==> src/rtl/if_id_skid_if.sv <==
// Handshake bundle between fetch, the IF/ID boundary register and decode.
// The fetch/decode environment uses the master modport; the stage uses slave.
interface if_id_skid_if #(
  parameter int unsigned DATA_WIDTH = 32
);
  logic                  valid_if;
  logic                  ready_if;
  logic [DATA_WIDTH-1:0] instruction_if;
  logic [DATA_WIDTH-1:0] pc_if;
  logic                  pred_taken_if;
  logic                  valid_id;
  logic                  ready_id;
  logic [DATA_WIDTH-1:0] instruction_id;
  logic [DATA_WIDTH-1:0] pc_id;
  logic                  pred_taken_id;

  modport master (
    output valid_if, instruction_if, pc_if, pred_taken_if, ready_id,
    input  ready_if, valid_id, instruction_id, pc_id, pred_taken_id
  );

  modport slave (
    input  valid_if, instruction_if, pc_if, pred_taken_if, ready_id,
    output ready_if, valid_id, instruction_id, pc_id, pred_taken_id
  );
endinterface

==> src/rtl/if_id_skid_reg.sv <==
// IF/ID boundary register with valid/ready handshake, optional two-entry skid
// buffer, flush-to-bubble and a saturating count of flushed entries.
module if_id_skid_reg #(
  parameter int unsigned DATA_WIDTH = 32,
  parameter logic [31:0] PC_RESET   = 32'h0000_0000,
  parameter logic [31:0] NOP_INSTR  = 32'h0000_0013,
  parameter bit          SKID_EN    = 1'b1,
  parameter int unsigned CNT_WIDTH  = 8
) (
  input  logic                 clk,
  input  logic                 reset,
  input  logic                 flush,
  output logic [CNT_WIDTH-1:0] drop_cnt,
  if_id_skid_if.slave          bus
);

  localparam logic [DATA_WIDTH-1:0] NOP_W = DATA_WIDTH'(NOP_INSTR);
  localparam logic [DATA_WIDTH-1:0] PC_W  = DATA_WIDTH'(PC_RESET);

  // bit0 = main entry valid, bit1 = skid entry valid
  localparam logic [1:0] ST_EMPTY = 2'b00;
  localparam logic [1:0] ST_ONE   = 2'b01;
  localparam logic [1:0] ST_FULL  = 2'b11;

  logic [1:0]            state;
  logic [1:0]            state_nxt;
  logic                  main_valid;
  logic                  skid_valid;
  logic [DATA_WIDTH-1:0] main_instr;
  logic [DATA_WIDTH-1:0] main_pc;
  logic                  main_pred;
  logic [DATA_WIDTH-1:0] skid_instr;
  logic [DATA_WIDTH-1:0] skid_pc;
  logic                  skid_pred;
  logic                  ready_q;
  logic                  ready;
  logic                  in_xfer;
  logic                  out_xfer;
  logic                  load_main_in;
  logic                  load_main_skid;
  logic                  clear_main;
  logic                  load_skid;
  logic [1:0]            drop_inc;
  logic [CNT_WIDTH:0]    drop_sum;
  logic [CNT_WIDTH-1:0]  drop_nxt;

  assign main_valid = state[0];
  assign skid_valid = state[1];

  always_comb begin
    if (SKID_EN) ready = ready_q;
    else         ready = ~main_valid | bus.ready_id;
  end

  assign in_xfer  = bus.valid_if & ready;
  assign out_xfer = main_valid & bus.ready_id;

  always_comb begin
    state_nxt      = state;
    load_main_in   = 1'b0;
    load_main_skid = 1'b0;
    clear_main     = 1'b0;
    load_skid      = 1'b0;
    if (flush) begin
      state_nxt  = ST_EMPTY;
      clear_main = 1'b1;
    end else begin
      case (state)
        ST_EMPTY: begin
          if (in_xfer) begin
            state_nxt    = ST_ONE;
            load_main_in = 1'b1;
          end
        end
        ST_ONE: begin
          // in-only is unreachable without a skid entry since ready is low then
          if (in_xfer && out_xfer) begin
            load_main_in = 1'b1;
          end else if (in_xfer) begin
            state_nxt = ST_FULL;
            load_skid = 1'b1;
          end else if (out_xfer) begin
            state_nxt  = ST_EMPTY;
            clear_main = 1'b1;
          end
        end
        ST_FULL: begin
          if (out_xfer) begin
            state_nxt      = ST_ONE;
            load_main_skid = 1'b1;
          end
        end
        default: begin
          state_nxt  = ST_EMPTY;
          clear_main = 1'b1;
        end
      endcase
    end
  end

  // Entries still held and not taken by decode this cycle are lost on flush.
  assign drop_inc = {1'b0, main_valid & ~out_xfer} + {1'b0, skid_valid};
  assign drop_sum = {1'b0, drop_cnt} + (CNT_WIDTH+1)'(drop_inc);
  assign drop_nxt = drop_sum[CNT_WIDTH] ? '1 : drop_sum[CNT_WIDTH-1:0];

  always_ff @(posedge clk) begin
    if (reset) begin
      state      <= ST_EMPTY;
      ready_q    <= 1'b1;
      main_instr <= NOP_W;
      main_pc    <= PC_W;
      main_pred  <= 1'b0;
      skid_instr <= NOP_W;
      skid_pc    <= '0;
      skid_pred  <= 1'b0;
      drop_cnt   <= '0;
    end else begin
      state   <= state_nxt;
      ready_q <= ~state_nxt[1];
      if (flush) drop_cnt <= drop_nxt;
      // Main entry is rewritten to the bubble encoding whenever it empties,
      // so the outputs can come straight from the flops.
      if (load_main_in) begin
        main_instr <= bus.instruction_if;
        main_pc    <= bus.pc_if;
        main_pred  <= bus.pred_taken_if;
      end else if (load_main_skid) begin
        main_instr <= skid_instr;
        main_pc    <= skid_pc;
        main_pred  <= skid_pred;
      end else if (clear_main) begin
        main_instr <= NOP_W;
        main_pred  <= 1'b0;
      end
      if (load_skid) begin
        skid_instr <= bus.instruction_if;
        skid_pc    <= bus.pc_if;
        skid_pred  <= bus.pred_taken_if;
      end
    end
  end

  assign bus.ready_if       = ready;
  assign bus.valid_id       = main_valid;
  assign bus.instruction_id = main_instr;
  assign bus.pc_id          = main_pc;
  assign bus.pred_taken_id  = main_pred;

endmodule

==> src/flat_wrapper.sv <==
// flat-port wrapper written by rule: the top's interface ports become plain ports
module if_id_skid_reg_flat 
#(
  parameter int unsigned DATA_WIDTH = 32,
  parameter logic [31:0] PC_RESET   = 32'h0000_0000,
  parameter logic [31:0] NOP_INSTR  = 32'h0000_0013,
  parameter bit          SKID_EN    = 1'b1,
  parameter int unsigned CNT_WIDTH  = 8
)
  (clk, reset, flush, drop_cnt, bus_valid_if, bus_instruction_if, bus_pc_if, bus_pred_taken_if, bus_ready_id, bus_ready_if, bus_valid_id, bus_instruction_id, bus_pc_id, bus_pred_taken_id);
  if_id_skid_if #(.DATA_WIDTH(DATA_WIDTH)) bus_i ();
  input  logic clk;
  input  logic reset;
  input  logic flush;
  output logic [CNT_WIDTH-1:0] drop_cnt;
  input wire logic [$bits(bus_i.valid_if)-1:0] bus_valid_if;
  input wire logic [$bits(bus_i.instruction_if)-1:0] bus_instruction_if;
  input wire logic [$bits(bus_i.pc_if)-1:0] bus_pc_if;
  input wire logic [$bits(bus_i.pred_taken_if)-1:0] bus_pred_taken_if;
  input wire logic [$bits(bus_i.ready_id)-1:0] bus_ready_id;
  output wire logic [$bits(bus_i.ready_if)-1:0] bus_ready_if;
  output wire logic [$bits(bus_i.valid_id)-1:0] bus_valid_id;
  output wire logic [$bits(bus_i.instruction_id)-1:0] bus_instruction_id;
  output wire logic [$bits(bus_i.pc_id)-1:0] bus_pc_id;
  output wire logic [$bits(bus_i.pred_taken_id)-1:0] bus_pred_taken_id;
  assign bus_i.valid_if = bus_valid_if;
  assign bus_i.instruction_if = bus_instruction_if;
  assign bus_i.pc_if = bus_pc_if;
  assign bus_i.pred_taken_if = bus_pred_taken_if;
  assign bus_i.ready_id = bus_ready_id;
  assign bus_ready_if = bus_i.ready_if;
  assign bus_valid_id = bus_i.valid_id;
  assign bus_instruction_id = bus_i.instruction_id;
  assign bus_pc_id = bus_i.pc_id;
  assign bus_pred_taken_id = bus_i.pred_taken_id;
  if_id_skid_reg #(.DATA_WIDTH(DATA_WIDTH), .PC_RESET(PC_RESET), .NOP_INSTR(NOP_INSTR), .SKID_EN(SKID_EN), .CNT_WIDTH(CNT_WIDTH)) u_core (.clk(clk), .reset(reset), .flush(flush), .drop_cnt(drop_cnt), .bus(bus_i));
endmodule
==> config.mk <==
export PLATFORM = sky130hd
export DESIGN_NAME = if_id_skid_reg_flat
export DESIGN_NICKNAME = d
export VERILOG_FILES = /design/src/rtl/if_id_skid_if.sv /design/src/rtl/if_id_skid_reg.sv /design/src/flat_wrapper.sv
export SDC_FILE = /design/constraint.sdc
export NUM_CORES = 1
export LEC_CHECK = 0
export BUFFER_PORTS_ARGS = -buffer_cell sky130_fd_sc_hd__buf_2
export CAP_MARGIN = 20
export CORE_MARGIN = 3
export CORE_UTILIZATION = 45
export CTS_BUF_LIST = sky130_fd_sc_hd__clkbuf_8
export DETAILED_ROUTE_END_ITERATION = 16
export PLACE_DENSITY = 0.79
export SLEW_MARGIN = 20
export SYNTH_ARGS = -nofsm -noshare
export SYNTH_HDL_FRONTEND = slang
export SYNTH_SLANG_ARGS = --single-unit
==> constraint.sdc <==
create_clock -name clk -period 2.3 [get_ports clk]
set_input_delay 0.345 -clock clk [delete_from_list [all_inputs] [get_ports clk]]
set_output_delay 0.345 -clock clk [all_outputs]
set_load 0.1 [all_outputs]
# Word level (Yosys, flattened, before mapping)

Cells that the tools add are included.

Output and inout bits: 75
Bits in registers: 141
Input port bits: 70
Logic and storage cells: 60

Equality and inequality tests: 6
Reduce and logical (&&, ||, !) cells: 7
$add $sub $neg: 2
Bitwise operators: 5
Multiplexer cells: 30

Operators by type and width:

| operator                                                                 | number |
|---|---|
| 32-bit 2-to-1 mux                                                        | 5 |
| 1-bit 2-to-1 mux                                                         | 15 |
| 2-bit 2-to-1 mux                                                         | 6 |
| 8-bit by 2-bit adder with 9-bit output                                   | 1 |
| 8-bit 2-to-1 mux                                                         | 1 |
| 2-bit one-hot mux with 3 select lines                                    | 1 |
| 2-bit by 1-bit inequality test with 1-bit output (second input constant) | 2 |
| 1-bit one-hot mux with 2 select lines                                    | 2 |
| 4-bit AND reduction                                                      | 1 |
| 2-bit OR reduction                                                       | 2 |
| 1-bit bitwise AND                                                        | 3 |
| 3-bit by 1-bit inequality test with 1-bit output (second input constant) | 1 |
| 3-bit nonzero test                                                       | 1 |
| 1-bit by 1-bit adder with 2-bit output                                   | 1 |
| 2-bit by 1-bit equality test with 1-bit output (second input constant)   | 1 |
| 2-bit equality test (second input constant)                              | 1 |
| 2-bit logical NOT                                                        | 1 |
| 2-bit inequality test (second input constant)                            | 1 |
| 1-bit NOT                                                                | 2 |
| 2-bit nonzero test                                                       | 1 |
| 1-bit logical AND                                                        | 1 |

# Logic depth before layout (Yosys ltp)

Gate-level depths: netlist of run 1.

Depth in word-level cells: 9
Mapped depth: 9

# Least setup slack after synthesis of run 1

OpenSTA, ideal clock, no wires.

Path kind: register to register
Start point: register u_core.state[0]
End point: register u_core.drop_cnt[1]
Setup slack: -414 ps
Stages on the path, launching flop included: 9
Arrival: 2644 ps
Data required time: 2229 ps
Setup time: 71 ps
Cells stage by stage: dfxtp_1 nand2b_1 fa_1 inv_1 ha_1 and3_1 nand3_1 or2_1 a21oi_1

Word-level cells in the longest chain between the ends: 6

RTL lines:

| item                                       | RTL line              | text |
|---|---|---|
| from (decl)                                | if_id_skid_reg.sv:25  | `logic [1:0] state;` |
| from (signal assigned)                     | if_id_skid_reg.sv:118 | `state <= state_nxt;` |
| 1-bit bitwise AND                          | if_id_skid_reg.sv:56  | `assign out_xfer = main_valid & bus.ready_id;` |
| 1-bit NOT                                  | if_id_skid_reg.sv:102 | `assign drop_inc = {1'b0, main_valid & ~out_xfer} + {1'b0, skid_valid};` |
| 1-bit bitwise AND (*)                      | if_id_skid_reg.sv:102 |  |
| 1-bit by 1-bit adder with 2-bit output (*) | if_id_skid_reg.sv:102 |  |
| 8-bit by 2-bit adder with 9-bit output (*) | if_id_skid_reg.sv:103 | `assign drop_sum = {1'b0, drop_cnt} + (CNT_WIDTH+1)'(drop_inc);` |
| 8-bit 2-to-1 mux (*)                       | if_id_skid_reg.sv:104 | `assign drop_nxt = drop_sum[CNT_WIDTH] ? '1 : drop_sum[CNT_WIDTH-1:0];` |
| to (signal assigned)                       | if_id_skid_reg.sv:120 | `if (flush) drop_cnt <= drop_nxt;` |
| to (decl)                                  | if_id_skid_reg.sv:13  | `output logic [CNT_WIDTH-1:0] drop_cnt,` |

Mark *: on every way between the ends. The rest lies on a longest branch, timed or not.
A chain may end at the register's enable or synchronous reset.

# Final worst setup path of run 1

Start point: register u_core.state[1]
End point: register u_core.main_pc[23], in the netlist u_core.bus.pc_id[23]

Word-level cells in the longest chain between the ends: 4

RTL lines:

| item                                                                      | RTL line              | text |
|---|---|---|
| 2-bit by 1-bit equality test with 1-bit output (tied with other cells)    | if_id_skid_reg.sv:68  | `case (state)` |
| 1-bit one-hot mux with 2 select lines or 1-bit 2-to-1 mux (tied branches) | if_id_skid_reg.sv:68  |  |
| 1-bit 2-to-1 mux                                                          | if_id_skid_reg.sv:64  | `if (flush) begin` |
| 32-bit 2-to-1 mux or 2-bit nonzero test (tied branches)                   | --                    |  |
| to (signal assigned)                                                      | if_id_skid_reg.sv:125 | `main_pc <= bus.pc_if;` |
| to (signal assigned)                                                      | if_id_skid_reg.sv:129 | `main_pc <= skid_pc;` |
| to (decl)                                                                 | if_id_skid_reg.sv:30  | `logic [DATA_WIDTH-1:0] main_pc;` |

Parallel ways exist; a longest one is shown, timed or not.

==> flow_summary.yaml, run 1 <==
timing:
  worst_slack_ps: 236
  fmax_mhz: 485
  tns_ps: 0
  setup_viol: 0
  slew_headroom_pct: 45.7
  tightest_slew_ps: 814
  finClkSkew_ps: 8.35
  min_period_ps: 2060
  slew_violations: 0
  finalCritPeriodShare_pct: 89.7
  rsz0062_at_grt: "false"
  finalHoldViolCount: 0
logic_synthesis:
  yosysMostFrequentCell: "nand2_1"
  yosysWarnings: 0
  synth_flop_cell: "dfxtp_1"
  synth.avg_cell_area_um2: 8.45
  synth_seq_cells: 141
  yosysTopAreaCellShare_pct: 47.5
  syn_nets: 779
  synth_area_leaders: "dfxtp_1 (48%), nand2_1 (11%), a21oi_1 (6.1%), a221oi_2 (6.1%), o221ai_1 (4.7%)"
  synth.distinct_cells: 49
  synthesis.area_um2: 5940
  ys_async_sr_fraction_pct: 0
  synth_top_cell_by_area: "dfxtp_1"
  synthTopCellsByCount: "nand2_1 (170), dfxtp_1 (141), a21oi_1 (72)"
  synth_edf_count: 0
  synthCells: 703
  ys_seq_area_share_pct: 47.5
floorplanning:
  core_um2: 12800
  die_h_um: 121
  chipWidth_um: 121
  num_io_pins: 145
  die-area_um2: 14600
  start_util_pct: 46.5
  rows: 41
critical_path:
  crit_arrival_ps: 2430
  crit_fanout: 17
  critPathKind: "register to register"
  start_kind: "register"
  rr_worst_depth: 7
  slowest_delay_ps: 430
  path_cells: "inv_1, ha_1, a31oi_1, nand2b_2, buf_4, nand3_1, o221ai_1"
  cpMaxStageDelayCell: "nand2b_2"
  critPathLaunch: "u_core.state[1]"
  cp.required_ps: 2670
  r2r-start: "u_core.state[1]"
  worstSetupEndpointType: "register"
clock_network:
  ctsHoldBuffers: 0
  clock_latency_ps: 450
  cts_sinks: 141
  cts_resized: 0
  cts_setup_buffers: 0
  clockBufferDepth: 2
  clkTransAtPathRegs_ps: 80
  h-tree-depth: 4
  cts_tree: "built"
  cts-root-buf: "clkbuf_8"
  numCtsBuffers: 17
power:
  ir_worst_vdd_mv: 0.429
  power_density_nw_per_um2: 766
  leakage_nw: 2.86
place:
  place.detailed.hpwl_mm: 9.43
  place_ws_ps: 79.3
  io_buffers: 144
  gp_congestion: 0.868
outcome:
  status: "finished clean"
global_routing:
  grt_use_total_pct: 20.5
  gr-total-overflow: 0
  grt_pass1_wl_mm: 23.9
  antenna_found_initial: 0
  grt_pass1_vias: 4914
  grt_max_degree: 77
routing:
  ant_nets: 0
  wl_per_cell_um: 14.7
  route.vias.total: 5320
  drtPass1Iterations: 5
  drc: 0
  vias_per_cell: 5.27
  drt-total-wl_mm: 14.8
  detail_route.iter0.violations: 446
flow_run:
  drv_cap: 0
finish:
  nets: 901
  area_growth_pct: 19.8
  drive_gt1_share_pct: 27.3
  antenna_cells: 0
worst_hold_path:
  hold_class: "primary input to register"
  hold-path-cell-count: 3
  hold_start: "bus_pc_if[4]"
## cells by family (layout without fill, tap and decap cells)
kind of cell	Yosys count	after routing	share of synthesized area, %
flip-flops	141	141	47.5
adder cells (fa/ha/maj)	6	6	1.39
AO/OA/AOI/OAI	157	157	20.7
AND/OR/NAND/NOR	300	300	22.2
multiplexers	1	1	0.169
buffers and inverters	96	231	7.73
XOR/XNOR	2	2	0.295
## cells in the final DEF (no fill, tap or decap), types with 3 or more instances in the layout
| master | count |
|---|---|
| nand2_1 | 170 |
| buf_2 | 143 |
| dfxtp_1 | 139 |
| a21oi_1 | 72 |
| inv_1 | 42 |
| nand3_1 | 35 |
| nor2_1 | 35 |
| o221ai_1 | 32 |
| nor3_1 | 32 |
| a221oi_2 | 24 |
| clkbuf_8 | 21 |
| buf_4 | 12 |
| a221oi_1 | 6 |
| o21ai_0 | 6 |
| clkinv_2 | 6 |
| nor3_2 | 5 |
| ha_1 | 5 |
| buf_12 | 5 |
| o32ai_1 | 3 |
| nand3b_1 | 3 |
## per-layer routing
| layer | wire [µm] | global-route usage (%) | vias to the layer above | share of wire (%) |
|---|---|---|---|---|
| met5 | 0 | 0 | - | 0 |
| met2 | 6930 | 32.3 | 174 | 47 |
| met4 | 296 | 8.50 | 0 | 2.0 |
| li1 | - | - | 2696 | - |
| met1 | 6520 | 26.1 | 2431 | 44 |
| met3 | 1090 | 6.20 | 19 | 7.4 |
## flip-flops by register name, indices dropped and copies added (netlist names)
register,cells
u_core.drop_cnt,8
u_core.bus.instruction_id,32
u_core.skid_pc,32
u_core.bus.pc_id,32
u_core.bus.ready_if,1
u_core.state,2
u_core.bus.pred_taken_id,1
u_core.skid_pred,1
u_core.skid_instr,32
## worst paths after layout
path / endpoint / slack, ps
setup / recovery: u_core.bus.pc_id[23] / 240
hold / removal: u_core.skid_pc[4] / 140
setup reg to reg: u_core.bus.pc_id[23] / 240
hold reg to reg: u_core.skid_pc[31] / 450
## power by group
part	switching (mW)	internal (mW)	total (mW)	leakage (nW)
clock	0.902	0.833	1.73	0.200
sequential	0.0523	2.54	2.59	1.15
combinational	0.882	0.247	1.13	1.51
## metrics by stage
stage | total power [mW] | instances | util (%) | hold WS, ps | cell area (µm²)
after floorplan | 3.53 | 703 | - | 436 | 5940
after global placement | 3.76 | 978 | 53.0 | 443 | 6780
after detailed placement | 3.78 | 978 | 53.0 | 447 | 6780
after CTS | 5.51 | 1010 | 55.7 | 103 | 7120
after global routing | 5.68 | 1010 | 55.7 | 109 | 7120
final | 5.45 | 1010 | 55.7 | 139 | 7120
## critical path: cells and delay by family, from the launching register on
kind	cells	cell delay (ps)
AND/OR/NAND/NOR	2	520
buffers and inverters	2	390
AO/OA/AOI/OAI	2	390
flip-flops	1	390
adder cells (fa/ha/maj)	1	300
## cell type report
type | instances | area (µm²)
fillers | 1190 | 5660
flip-flops and latches | 141 | 2830
inverters | 39 | 146
clock inverters | 11 | 51.3
repair buffers | 160 | 906
well taps | 172 | 215
clock buffers | 21 | 289
multi-input cells | 466 | 2680
Power figures use the tool's default switching activity.
==> run 2: changes to the inputs <==
--- a/config.mk
+++ b/config.mk
@@ -12,6 +12,7 @@
 export CTS_BUF_LIST = sky130_fd_sc_hd__clkbuf_8
 export DETAILED_ROUTE_END_ITERATION = 16
 export PLACE_DENSITY = 0.79
+export RECOVER_POWER = 50
 export SLEW_MARGIN = 20
 export SYNTH_ARGS = -nofsm -noshare
 export SYNTH_HDL_FRONTEND = slang
==> run 2 against run 1 <==
- first-iteration DRC count shrank 11%
- worst hold slack gained 1.7 ps
- sequential power is essentially flat
- register-to-register slack is essentially flat
- critical path depth is the same
- power shrank 0.70%
- final area shrank 2.1%
- largest power group unchanged
- non-clock buffer count is the same
- fmax shrank 0.37%
- utilization shrank 1.2 points
- critical path type unchanged
- combinational power shrank 4%
- count of clock-buffer cells in the layout is the same
==> flow_summary.yaml, run 2 (synthesis gave the netlist of run 1 again) <==
outcome:
  status: "finished clean"
clock_network:
  cts_setup_buffers: 0
  clock_latency_ps: 450
  cts_tree: "built"
  h-tree-depth: 4
  clkTransAtPathRegs_ps: 80
  cts_sinks: 141
  numCtsBuffers: 17
  cts_resized: 0
  clockBufferDepth: 2
  ctsHoldBuffers: 0
  cts-root-buf: "clkbuf_8"
finish:
  fillers: 1243
  final_cell_mix: "nand2_1 (170), dfxtp_1 (139), a21oi_1 (72), buf_2 (68), clkbuf_1 (56)"
  post-route-util_pct: 54.5
  antenna_cells: 0
  area_growth_pct: 17.3
  final_common_cell: "nand2_1"
  drive_gt1_share_pct: 19.3
  nets: 901
flow_run:
  drv_cap: 0
timing:
  finalCritPeriodShare_pct: 90.1
  finClkSkew_ps: 8.42
  min_period_ps: 2070
  hold_slack_ps: 141
  tightest_slew_ps: 1200
  worst_slack_ps: 229
  slew_headroom_pct: 20.4
  fmax_mhz: 483
  setup_viol: 0
  slew_violations: 0
  tns_ps: 0
  rsz0062_at_grt: "false"
  finalHoldViolCount: 0
routing:
  top_layer: "met4"
  drtPass1Iterations: 5
  route.vias.total: 5316
  drc: 0
  detail_route.iter0.violations: 397
  vias_per_cell: 5.26
  drt-total-wl_mm: 14.8
  ant_nets: 0
  wl_per_cell_um: 14.6
  wl_met2_mm: 6.89
  met3_length_mm: 1.06
  wirelength_met1_mm: 6.52
power:
  ir_worst_vdd_mv: 0.427
  leakage_nw: 2.59
  power_density_nw_per_um2: 777
place:
  place.detailed.hpwl_mm: 9.43
  io_buffers: 144
  gp_congestion: 0.868
  place_ws_ps: 79.3
critical_path:
  cp.required_ps: 2670
  start_kind: "register"
  crit_arrival_ps: 2440
  worstSetupEndpointType: "register"
  crit_fanout: 17
  critPathKind: "register to register"
global_routing:
  grt_use_total_pct: 20.5
  grt_pass1_vias: 4914
  gr-total-overflow: 0
  grt_pass1_wl_mm: 23.9
  grt_max_degree: 77
  antenna_found_initial: 0
floorplanning:
  core_um2: 12800
  rows: 41
  num_io_pins: 145
  chipWidth_um: 121
  die-area_um2: 14600
  start_util_pct: 46.5
  die_h_um: 121
worst_hold_path:
  hold_class: "primary input to register"
-- run 2: final cells by class --
type | count | area, µm² | share of cell area [%]
Timing Repair Buffer | 160 | 833 | 12.0
Tap cell | 172 | 215 | 3.09
Clock inverter | 11 | 51.3 | 0.736
Multi-Input combinational cell | 466 | 2600 | 37.4
Sequential cell | 141 | 2830 | 40.6
Inverter | 39 | 146 | 2.10
Clock buffer | 21 | 289 | 4.15
-- run 2: critical path, stage by stage (launching register included) --
cell,delay (ps)
dfxtp_1,390
inv_1,120
ha_1,300
a31oi_1,310
nand2b_2,430
buf_4,270
nand3_1,90
o221ai_1,80
-- run 2: final timing paths --
path	start	endpoint	slack, ps	cells past startpoint
worst max register to register	u_core.state[1]	u_core.bus.pc_id[23]	230	7
worst min register to register	u_core.skid_pc[31]	u_core.skid_pc[31]	460	2
worst max-delay path	u_core.state[1]	u_core.bus.pc_id[23]	230	7
worst min-delay path	bus_pc_if[4]	u_core.skid_pc[4]	140	3
-- run 2: stage by stage --
stage	cell area, µm²	power, mW	cells
after floorplan	5940	3.53	703
after global placement	6780	3.76	978
after detailed placement	6780	3.78	978
after CTS	7120	5.51	1010
after global routing	6970	5.65	1010
final	6970	5.41	1010
-- run 2: layer usage --
| metal | vias to the layer above | GRT usage [%] |
|---|---|---|
| li1 | 2693 | - |
| met1 | 2437 | 26.1 |
| met2 | 168 | 32.3 |
| met3 | 18 | 6.20 |
| met4 | 0 | 8.50 |
| met5 | - | 0 |
-- run 2: power by group --
| group | internal, mW | leakage (nW) | total (mW) | switching (mW) |
|---|---|---|---|---|
| logic | 0.221 | 1.24 | 1.09 | 0.873 |
| registers | 2.54 | 1.15 | 2.59 | 0.0539 |
| clock network | 0.833 | 0.200 | 1.73 | 0.896 |
| total | 3.59 | 2.59 | 5.41 | 1.82 |
==> run 3: changes to the inputs <==
==> constraint.sdc (replaced) <==
create_clock -name clk -period 2.3 [get_ports clk]
set_input_delay 0.46 -clock clk [delete_from_list [all_inputs] [get_ports clk]]
set_output_delay 0.46 -clock clk [all_outputs]
set_load 0.1 [all_outputs]
==> run 3 against run 2 <==
- die area is the same
- clock skew is 4.2 ps higher
- global-route usage down 0.59 points
==> flow_summary.yaml, run 3 (synthesis gave the netlist of run 1 again) <==
global_routing:
  antenna_found_initial: 0
  grt_max_degree: 66
  grt_pass1_vias: 4934
  gr-total-overflow: 0
  grt_pass1_wl_mm: 23.6
  grt_use_total_pct: 19.9
clock_network:
  cts_tree: "built"
  clock_latency_ps: 440
  cts_sinks: 141
  ctsHoldBuffers: 0
  numCtsBuffers: 17
  cts_resized: 0
  h-tree-depth: 4
  clkTransAtPathRegs_ps: 80
  clockBufferDepth: 2
  cts_setup_buffers: 0
  cts-root-buf: "clkbuf_8"
timing:
  setup_viol: 0
  finalCritPeriodShare_pct: 88.3
  tns_ps: 0
  finalHoldViolCount: 0
  rsz0062_at_grt: "false"
  slew_violations: 0
  worst_slack_ps: 269
  tightest_slew_ps: 579
  slew_headroom_pct: 61.6
  finClkSkew_ps: 12.7
  min_period_ps: 2030
  fmax_mhz: 492
critical_path:
  critPathLaunch: "u_core.state[1]"
  crit_fanout: 32
  critPathKind: "register to register"
  crit_arrival_ps: 2330
  crit_path_end: "u_core.bus.pc_id[4]"
  rr_endpoint: "u_core.bus.pc_id[4]"
  rr_worst_depth: 7
  start_kind: "register"
  cp.required_ps: 2600
  r2r-start: "u_core.state[1]"
  rrSetupSlack_ps: 270
  worstSetupEndpointType: "register"
routing:
  route.vias.total: 5289
  drt-total-wl_mm: 14.5
  detail_route.iter0.violations: 344
  vias_per_cell: 5.24
  drc: 0
  wl_per_cell_um: 14.3
  ant_nets: 0
  drtPass1Iterations: 4
finish:
  fillers: 1190
  final_cell_mix: "nand2_1 (170), dfxtp_1 (139), clkbuf_2 (75), a21oi_1 (72), buf_2 (68)"
  antenna_cells: 0
  drive_gt1_share_pct: 25.7
  final_common_cell: "nand2_1"
  nets: 901
  area_growth_pct: 19.7
place:
  io_buffers: 144
  place_ws_ps: 83.4
  gp_congestion: 0.868
  place.detailed.hpwl_mm: 9.13
power:
  leakage_nw: 2.79
  power_density_nw_per_um2: 810
  ir_worst_vdd_mv: 0.386
floorplanning:
  chipWidth_um: 121
  start_util_pct: 46.5
  num_io_pins: 145
  die-area_um2: 14600
  core_um2: 12800
  die_h_um: 121
  rows: 41
flow_run:
  drv_cap: 0
worst_hold_path:
  hold_class: "primary input to register"
outcome:
  status: "finished clean"
## run 3: cell count changes in the layout (fill, tap and decap cells not counted), moves of 3 or more
cell and change:
a221oi_2 -4, clkbuf_1 -55, clkinv_2 -4, clkbuf_2 +55
a221oi_1 +4, inv_1 -3
## run 3: power breakdown
group | internal, mW | switching [mW]
combinational | 0.237 | 0.871
clock | 1.14 | 0.925
sequential | 2.54 | 0.0530
## run 3: worst min-delay path by stage
stage	from	end	cells after the start	slack [ps]
final	bus_instruction_if[4]	u_core.skid_instr[4]	3	260
after global routing	bus_instruction_if[2]	u_core.skid_instr[2]	3	240
after CTS	bus_instruction_if[0]	u_core.skid_instr[0]	3	220
after detailed placement	u_core.skid_pc[10]	u_core.skid_pc[10]	2	450
after global placement	u_core.skid_pc[10]	u_core.skid_pc[10]	2	440
after floorplan	u_core.skid_instr[2]	u_core.skid_instr[2]	2	440
## run 3: worst max-delay path: stages (launching register included)
cell and delay (ps):
dfxtp_1 350, inv_1 130, ha_1 340, inv_1 150
o311ai_1 360, a21o_1 220, buf_12 200, o221ai_1 140
## run 3: layer usage
metal / track usage (%) / vias up / wire length [µm]
met5: 0 / - / 0
li1: - / 2692 / -
met4: 6.16 / 0 / 174
met3: 5.64 / 14 / 991
met2: 33.2 / 151 / 6920
met1: 24.9 / 2432 / 6370
## run 3: through the flow
step	hold slack, ps	power [mW]	instance area [µm²]	std cells	utilization (%)
2_1_floorplan	436	3.53	5940	703	-
3_3_place_gp	443	3.76	6790	978	53.1
3_5_place_dp	447	3.77	6790	978	53.1
4_1_cts	220	5.84	7210	1010	56.5
5_1_grt	238	6.00	7110	1010	55.7
6_report	260	5.76	7110	1010	55.7
## run 3: layout make-up
| class | count | area, µm² | area share, % |
|---|---|---|---|
| repair buffers | 160 | 915 | 12.9 |
| well taps | 172 | 215 | 3.03 |
| clock buffers | 23 | 317 | 4.45 |
| clock inverters | 9 | 108 | 1.51 |
| flip-flops and latches | 141 | 2830 | 39.8 |
| multi-input cells | 466 | 2580 | 36.3 |
| inverters | 39 | 146 | 2.06 |
